`src/rtl/spi_byte_sequencer.sv`:
```
`default_nettype none
// ============================================================================
// Module      : spi_byte_sequencer
// Description : Transaction sequencer for the ILI9341 SPI byte shifter.
//               Accepts command/data bytes over valid/ready, drives the
//               shifter's load/shift-enable/dc/cs inputs, gates SCK and
//               frames multi-byte bursts under a single CS-low window.
//               One MOSI bit per clk cycle.
// Revision    : 1.0 - initial release
// ============================================================================
module spi_byte_sequencer #(
  parameter int DW      = 8,  // bits per SPI byte (>= 2), matches the shifter
  parameter int CS_HOLD = 2   // min CS-high cycles after a burst (>= 1)
) (
  input  logic          clk,
  input  logic          rst,
  input  logic          i_valid,
  input  logic [DW-1:0] i_byte,
  input  logic          i_dc,
  input  logic          i_last,
  output logic          o_ready,
  output logic          o_load,
  output logic          o_shift_en,
  output logic [DW-1:0] o_data,
  output logic          o_dc,
  output logic          o_cs,
  output logic          o_sck_en,
  output logic          o_busy,
  output logic          o_done
);

  localparam int CW = (DW > 1) ? $clog2(DW) : 1;
  localparam int HW = (CS_HOLD > 0) ? $clog2(CS_HOLD + 1) : 1;

  localparam logic [CW-1:0] CNT_LAST  = CW'(DW - 1);
  localparam logic [CW-1:0] CNT_PEN   = CW'(DW - 2);
  localparam logic [HW-1:0] HOLD_LAST = HW'(CS_HOLD);
  localparam logic [HW-1:0] HOLD_PEN  = HW'(CS_HOLD - 1);

  typedef enum logic [2:0] {
    S_IDLE  = 3'd0,
    S_LOAD  = 3'd1,
    S_SHIFT = 3'd2,
    S_WAIT  = 3'd3,
    S_CLOSE = 3'd4,
    S_HOLD  = 3'd5
  } state_t;

  state_t          state;
  logic [CW-1:0]   bit_cnt;
  logic [HW-1:0]   hold_cnt;
  logic            last_q;
  logic            accept;

  // A byte is taken whenever the requester offers and we advertise ready.
  assign accept = i_valid & o_ready;

  // Sequencer FSM; every output is registered so the shifter sees clean levels.
  always_ff @(posedge clk or posedge rst) begin
    if (rst) begin
      state      <= S_IDLE;
      bit_cnt    <= '0;
      hold_cnt   <= '0;
      last_q     <= 1'b0;
      o_ready    <= 1'b0;
      o_load     <= 1'b0;
      o_shift_en <= 1'b0;
      o_data     <= '1;
      o_dc       <= 1'b1;
      o_cs       <= 1'b1;
      o_sck_en   <= 1'b0;
      o_busy     <= 1'b0;
      o_done     <= 1'b0;
    end else begin
      // SCK is gated one cycle behind shift-enable so pulses line up with MOSI bits.
      o_sck_en   <= o_shift_en;
      o_load     <= 1'b0;
      o_shift_en <= 1'b0;
      o_done     <= 1'b0;

      case (state)
        S_IDLE: begin
          if (accept) begin
            o_data  <= i_byte;
            o_dc    <= i_dc;
            o_cs    <= 1'b0;
            last_q  <= i_last;
            o_load  <= 1'b1;
            o_ready <= 1'b0;
            o_busy  <= 1'b1;
            state   <= S_LOAD;
          end else begin
            o_ready <= 1'b1;
          end
        end

        S_LOAD: begin
          bit_cnt    <= '0;
          o_shift_en <= 1'b1;
          state      <= S_SHIFT;
        end

        S_SHIFT: begin
          bit_cnt <= bit_cnt + 1'b1;
          if (bit_cnt == CNT_LAST) begin
            if (last_q) begin
              // Reload the shifter with all-ones so MOSI idles high while CS rises.
              o_data  <= '1;
              o_dc    <= 1'b1;
              o_cs    <= 1'b1;
              o_load  <= 1'b1;
              o_ready <= 1'b0;
              state   <= S_CLOSE;
            end else if (accept) begin
              o_data  <= i_byte;
              o_dc    <= i_dc;
              last_q  <= i_last;
              o_load  <= 1'b1;
              o_ready <= 1'b0;
              state   <= S_LOAD;
            end else begin
              // Underrun: keep CS low and ready high until the next byte shows up.
              state   <= S_WAIT;
            end
          end else begin
            o_shift_en <= 1'b1;
            // Ready is raised one cycle early so it is visible in the final bit cycle.
            if (bit_cnt == CNT_PEN) begin
              o_ready <= ~last_q;
            end
          end
        end

        S_WAIT: begin
          if (accept) begin
            o_data  <= i_byte;
            o_dc    <= i_dc;
            last_q  <= i_last;
            o_load  <= 1'b1;
            o_ready <= 1'b0;
            state   <= S_LOAD;
          end
        end

        S_CLOSE: begin
          hold_cnt <= '0;
          state    <= S_HOLD;
        end

        S_HOLD: begin
          hold_cnt <= hold_cnt + 1'b1;
          if (hold_cnt == HOLD_PEN) begin
            o_done <= 1'b1;
          end
          if (hold_cnt == HOLD_LAST) begin
            o_ready <= 1'b1;
            o_busy  <= 1'b0;
            state   <= S_IDLE;
          end
        end

        default: begin
          o_ready <= 1'b0;
          o_busy  <= 1'b0;
          state   <= S_IDLE;
        end
      endcase
    end
  end

endmodule
`default_nettype wire
```
`config.mk`:
```
export PLATFORM = sky130hd
export DESIGN_NAME = spi_byte_sequencer
export DESIGN_NICKNAME = d
export VERILOG_FILES = /design/src/rtl/spi_byte_sequencer.sv
export SDC_FILE = /design/constraint.sdc
export NUM_CORES = 1
export LEC_CHECK = 0
export BUFFER_PORTS_ARGS = -buffer_cell sky130_fd_sc_hd__buf_2
export CAP_MARGIN = 20
export CORE_UTILIZATION = 25
export DETAILED_ROUTE_END_ITERATION = 8
export GPL_TIMING_DRIVEN = 0
export HOLD_SLACK_MARGIN = 0.06
export PLACE_DENSITY = 0.5
export SYNTH_ARGS = -nofsm -noshare
export SYNTH_HDL_FRONTEND = slang
export SYNTH_SLANG_ARGS = --single-unit
```
`constraint.sdc`:
```
create_clock -name clk -period 5.1 [get_ports clk]
set_input_delay 0.51 -clock clk [delete_from_list [all_inputs] [get_ports clk]]
set_output_delay 0.51 -clock clk [all_outputs]
set_load 0.1 [all_outputs]
```
After elaboration in Yosys (flattened, before gate mapping)
Cells that the tools add are included.
Widths: inputs -> output; s select.
- register bits: 25
- output and inout bits: 16
- input bits: 13
- logic and storage cells: 91
- equality and inequality tests: 15
- reductions and logical operators: 14
- add/sub/neg operators: 2
- bitwise operators: 4
- multiplexer cells: 43
- operators by type and width (kind ; number):
    $mux 1 ; 24
    $mux 8 ; 3
    $pmux 8 s2 ; 1
    $pmux 3 s5 ; 1
    $eq 3x3->1 const B ; 4
    $mux 3 ; 4
    $reduce_and 3->1 ; 4
    $pmux 1 s2 ; 5
    $ne 2x2->1 const B ; 4
    $reduce_bool 2->1 ; 4
    $eq 3x2->1 const B ; 2
    $pmux 3 s2 ; 1
    $pmux 1 s5 ; 1
    $pmux 2 s2 ; 1
    $reduce_and 4->1 ; 1
    $reduce_or 2->1 ; 2
    $reduce_or 4->1 ; 1
    $add 3x1->3 const B ; 1
    $eq 3x1->1 const B ; 1
    $logic_not 3->1 ; 1
    $ne 3x3->1 const B ; 1
    $not 1->1 ; 3
    $pmux 1 s3 ; 1
    $add 2x1->2 const B ; 1
    other kinds (6) ; 6

Depth between registers and ports, before layout
- depth in word-level cells: 5
- mapped depth: 7
- gate-level depth less buffers: 6

Least setup slack after synthesis
No wires, ideal clock.
- path type: reg-to-reg
- start: reg o_ready
- end: reg o_data[0]
- required time: 5.010 ns
- arrival: 1.876 ns
- clock period less this slack: 1.967 ns
- path slack: 3.133 ns
- library setup time: 0.090 ns
- path buffers: 1
- stages on the path, launching flop included: 6
- cells stage by stage: dfrtp_1 > nand2_1 > nor4_1 > buf_4 > mux2i_1 > nand2_1
- longest elaborated chain between the ends: 5
- ends and longest elaborated chain (what ; line ; RTL):
    start: declaration ; 21 ; output logic o_ready,
    start signal: assignment ; 129 ; o_ready <= ~last_q;
    $and 1x1->1 * ; 56 ; assign accept = i_valid & o_ready;
    $mux 8 * ; -- ;
    $mux 8 (2 in series) ; -- ;
    $pmux 8 s2 * ; -- ;
    end signal: assignment ; 84 ; o_data <= i_byte;
    end signal: assignment ; 115 ; o_data <= i_byte;
    end signal: assignment ; 136 ; o_data <= i_byte;
    end: declaration ; 24 ; output logic [DW-1:0] o_data,
Mark *: on every way between the ends. The rest lies on a longest branch, timed or not. The select of a mux whose other input is x is not followed.
A chain may end at the register's enable or synchronous reset.

Worst setup path after layout
- start: reg bit_cnt[0]
- end: reg o_ready
- longest elaborated chain between the ends: 3
- elaborated cells on any way between the ends: 6
- those cells by class: eq/ne (3); mux (2); reduce/logical (1)
- ends and longest elaborated chain (what ; line ; RTL):
    start: declaration ; 50 ; logic [CW-1:0] bit_cnt;
    start signal: assignment ; 104 ; bit_cnt <= bit_cnt + 1'b1;
    $eq 3x3->1 (on tied branches) ; 105, 128 ;
    $mux 1 or $ne 3x3->1 (tied branches) ; -- ;
    $pmux 1 s5 or $reduce_and 3->1 (tied branches) ; -- ;
Several ways; a longest one is shown, not always the timed one.

==> qor.csv <==
metric;value;unit
share of the synthesized area in the top cell type;0.303;
Final Slew Violations;0;
storage element area;638;µm²
vias post-DR;1029;
register-to-register setup slack;3.09;ns
count of cells resized by post-cts repair;0;
most numerous cell types in the synthesized netlist;sky130_fd_sc_hd__nand2_1, sky130_fd_sc_hd__dfrtp_1, sky130_fd_sc_hd__o21ai_0, sky130_fd_sc_hd__dfstp_2, sky130_fd_sc_hd__nor2_1;
met3 Track Usage GR;0.0306;
yosys warns;0;
Crit path buffers/inverters;0;
met1 track demand over resource;0.124;
final worst clock skew;0.00922;ns
Die H;72.4;µm
# Post-CTS Setup Buffers;0;
detailed-route DRC error count;0;
number of synthesized flops with an enable pin;0;
placeable core area;4750;µm²
time the worst path needs with I/O delays and setup;2.01;ns
startpoint kind of the worst setup timing path;flop;
Post-Syn Nets;146;
root buf cell;sky130_fd_sc_hd__clkbuf_8;
drt via density;4.53;
mean area per synthesized cell;9.67;µm²
pin count of the biggest net entering global routing;26;
CTS Buf Count;3;
type of the worst min-delay path;flop to flop;
Worst EP arrival;2.19;ns
crit path max fanout;6;
initial cell density of the core;0.260;
number of antenna violations at the first check in global routing;0;
Die Outline Area;5240;µm²
Sum Neg Setup Slack;0;ns
Top cell by count, worst path;sky130_fd_sc_hd__ha_1;
final number of setup-violating endpoints;0;
Max stage delay cell, worst path;sky130_fd_sc_hd__a2111oi_0;
Syn Std Cell Area;1240;µm²
num rows;25;
Die Width;72.4;µm
library cell with the largest summed area after synthesis;sky130_fd_sc_hd__dfrtp_1;
total instance count after detailed placement;223;
fin nets;179;
Multi-input gate area;541;µm²
max-cap check violation count;0;
number of H-tree branching levels;1;
Ant. Diodes;0;
post-detailed-route wirelength per cell;12.1;µm
data required time at the worst endpoint;5.28;ns
CP top delay family;compound AO/OA/AOI/OAI gates;
FMAX;0.496;GHz
clock latency at the later pin of the worst-skew pair;0.27;ns
sequential-to-total area share from yosys stat;0.516;
wire length reported by the detailed router;2750;µm
global routing met2 resource utilization;0.212;
number of buffers inserted for hold repair after clock tree synthesis;0;
maximum root-to-sink buffer count;2;
busiest layer in global routing;met2;
count leader, synth;sky130_fd_sc_hd__nand2_1;
final critical-path share of the clock period;0.395;
worst-margin pin slew;0.928;ns
async set or reset register ratio after synthesis;1.00;
top cells by area, synth;sky130_fd_sc_hd__dfrtp_1, sky130_fd_sc_hd__dfstp_2, sky130_fd_sc_hd__mux2i_1, sky130_fd_sc_hd__nand2_1, sky130_fd_sc_hd__ha_1;
Area growth syn-to-layout;22.0;%
antenna viol nets, final;0;
first drt pass iteration count;4;
clock edge transition at the registers on the reported setup and hold paths;0.09;ns
tightest slew margin relative to the limit;0.381;
Final Hold Vio Count;0;
Post-synth top flop;sky130_fd_sc_hd__dfrtp_1;
number of unique standard cell types used by synthesis;30;
share of final-layout standard cells stronger than drive strength 1;0.281;
I/O pin count;29;
Fillers;522;
category of the worst setup path capture point;flop;
run status;completed;
gate count of the mapped netlist;128;
final estimated routing congestion in global placement;0.831;
overflow left after global routing;0;
initial drt markers;41;
chain of cells forming the critical path;ha_1 -> ha_1 -> nand2b_1 -> a2111oi_0 -> o21ai_0 -> o31ai_1;
wire length of the first global-routing pass;4510;µm
Clock Sink Count;25;
TritonCTS clock tree;yes;
#FFs+latches synth;25;
post-detail-place hpwl;2010;µm
number of non-filler instances in the completed layout;227;
Port Buffers;28;
slowest stage delay, CP;0.56;ns
worst setup path category;flop to flop;
vias in the first global route;1038;
unrepaired setup endpoints after global routing;false;
overall routing resource usage;0.113;
## cells in the final DEF (no fill, tap or decap)
| master | instances |
|---|---|
| sky130_fd_sc_hd__buf_1 | 1 |
| sky130_fd_sc_hd__a2bb2oi_1 | 1 |
| sky130_fd_sc_hd__a2111oi_0 | 2 |
| sky130_fd_sc_hd__nand4_1 | 1 |
| sky130_fd_sc_hd__clkbuf_1 | 2 |
| sky130_fd_sc_hd__buf_2 | 30 |
| sky130_fd_sc_hd__a22oi_1 | 1 |
| sky130_fd_sc_hd__clkbuf_8 | 3 |
| sky130_fd_sc_hd__nor2_1 | 10 |
| sky130_fd_sc_hd__buf_4 | 1 |
| sky130_fd_sc_hd__o31ai_1 | 1 |
| sky130_fd_sc_hd__o41ai_1 | 1 |
| sky130_fd_sc_hd__or4b_1 | 1 |
| sky130_fd_sc_hd__nor3_1 | 3 |
| sky130_fd_sc_hd__dfrtp_1 | 15 |
| sky130_fd_sc_hd__a211oi_1 | 3 |
| sky130_fd_sc_hd__dfstp_2 | 10 |
| sky130_fd_sc_hd__ha_1 | 5 |
| sky130_fd_sc_hd__o21ai_0 | 11 |
| sky130_fd_sc_hd__a21oi_1 | 7 |
| sky130_fd_sc_hd__and3_1 | 1 |
| sky130_fd_sc_hd__nor4_1 | 1 |
| sky130_fd_sc_hd__nand2b_1 | 5 |
| sky130_fd_sc_hd__xnor2_1 | 1 |
| sky130_fd_sc_hd__nor3b_1 | 1 |
| sky130_fd_sc_hd__clkinvlp_4 | 1 |
| sky130_fd_sc_hd__inv_1 | 8 |
| sky130_fd_sc_hd__nor2b_1 | 1 |
| sky130_fd_sc_hd__and2_1 | 1 |
| sky130_fd_sc_hd__nand2_1 | 21 |
| sky130_fd_sc_hd__mux2i_1 | 9 |
| sky130_fd_sc_hd__nand3_1 | 1 |
## final cells by class
type / count / area share
multi-input cells: 89 / 0.358
clock inverters: 1 / 0.00497
plain buffers: 6 / 0.0191
repair buffers: 28 / 0.0928
well taps: 67 / 0.0555
flip-flops and latches: 25 / 0.423
clock buffers: 3 / 0.0273
inverters: 8 / 0.0199
## stage by stage
step                      setup WS, ns  hold WS, ns  utilization  cell area (µm²)
after floorplan                   3.13        0.475            -             1240
after global placement            3.13        0.356        0.307             1460
after detailed placement          3.08        0.358        0.307             1460
after CTS                         3.06        0.374        0.318             1510
after global routing              2.94        0.383        0.318             1510
final                             3.09        0.362        0.318             1510
## state kept, by name, indices dropped and copies added (netlist names)
signal      count
last_q          1
o_dc            1
o_load          1
state           3
hold_cnt        2
bit_cnt         3
o_ready         1
o_sck_en        1
o_cs            1
o_shift_en      1
o_done          1
o_busy          1
o_data          8
## metal layers
metal / share of wire / up-vias
met2: 0.47 / 42
met3: 0.064 / 4
met5: 0 / -
li1: - / 498
met1: 0.45 / 485
met4: 0.011 / 0
## worst paths after layout
check | from | end | cells past startpoint
max | bit_cnt[0] | o_ready | 6
min | o_shift_en | o_sck_en | 0
max reg2reg | bit_cnt[0] | o_ready | 6
min reg2reg | o_shift_en | o_sck_en | 0
max in group asynchronous | rst | o_load | 2
min in group asynchronous | rst | last_q | 2
## cell families after synthesis
family	Yosys count	share of synthesized area
simple gates	47	0.175
compound gates	27	0.131
flops	25	0.516
buf+inv	14	0.0475
mux	9	0.0728
fa+ha+maj	5	0.0506
xor+xnor	1	0.00708
## worst register-to-register path, delay by kind of cell, from the launching register on
kind | cells | cell delay, ns
AND/OR/NAND/NOR | 1 | 0.19
adder cells (fa/ha/maj) | 2 | 0.48
flip-flops | 1 | 0.43
AO/OA/AOI/OAI | 3 | 0.84
Power is left out: the tool's default activity adds up to more than one toggle a clock period on the data nets, which glitch-free logic cannot reach.
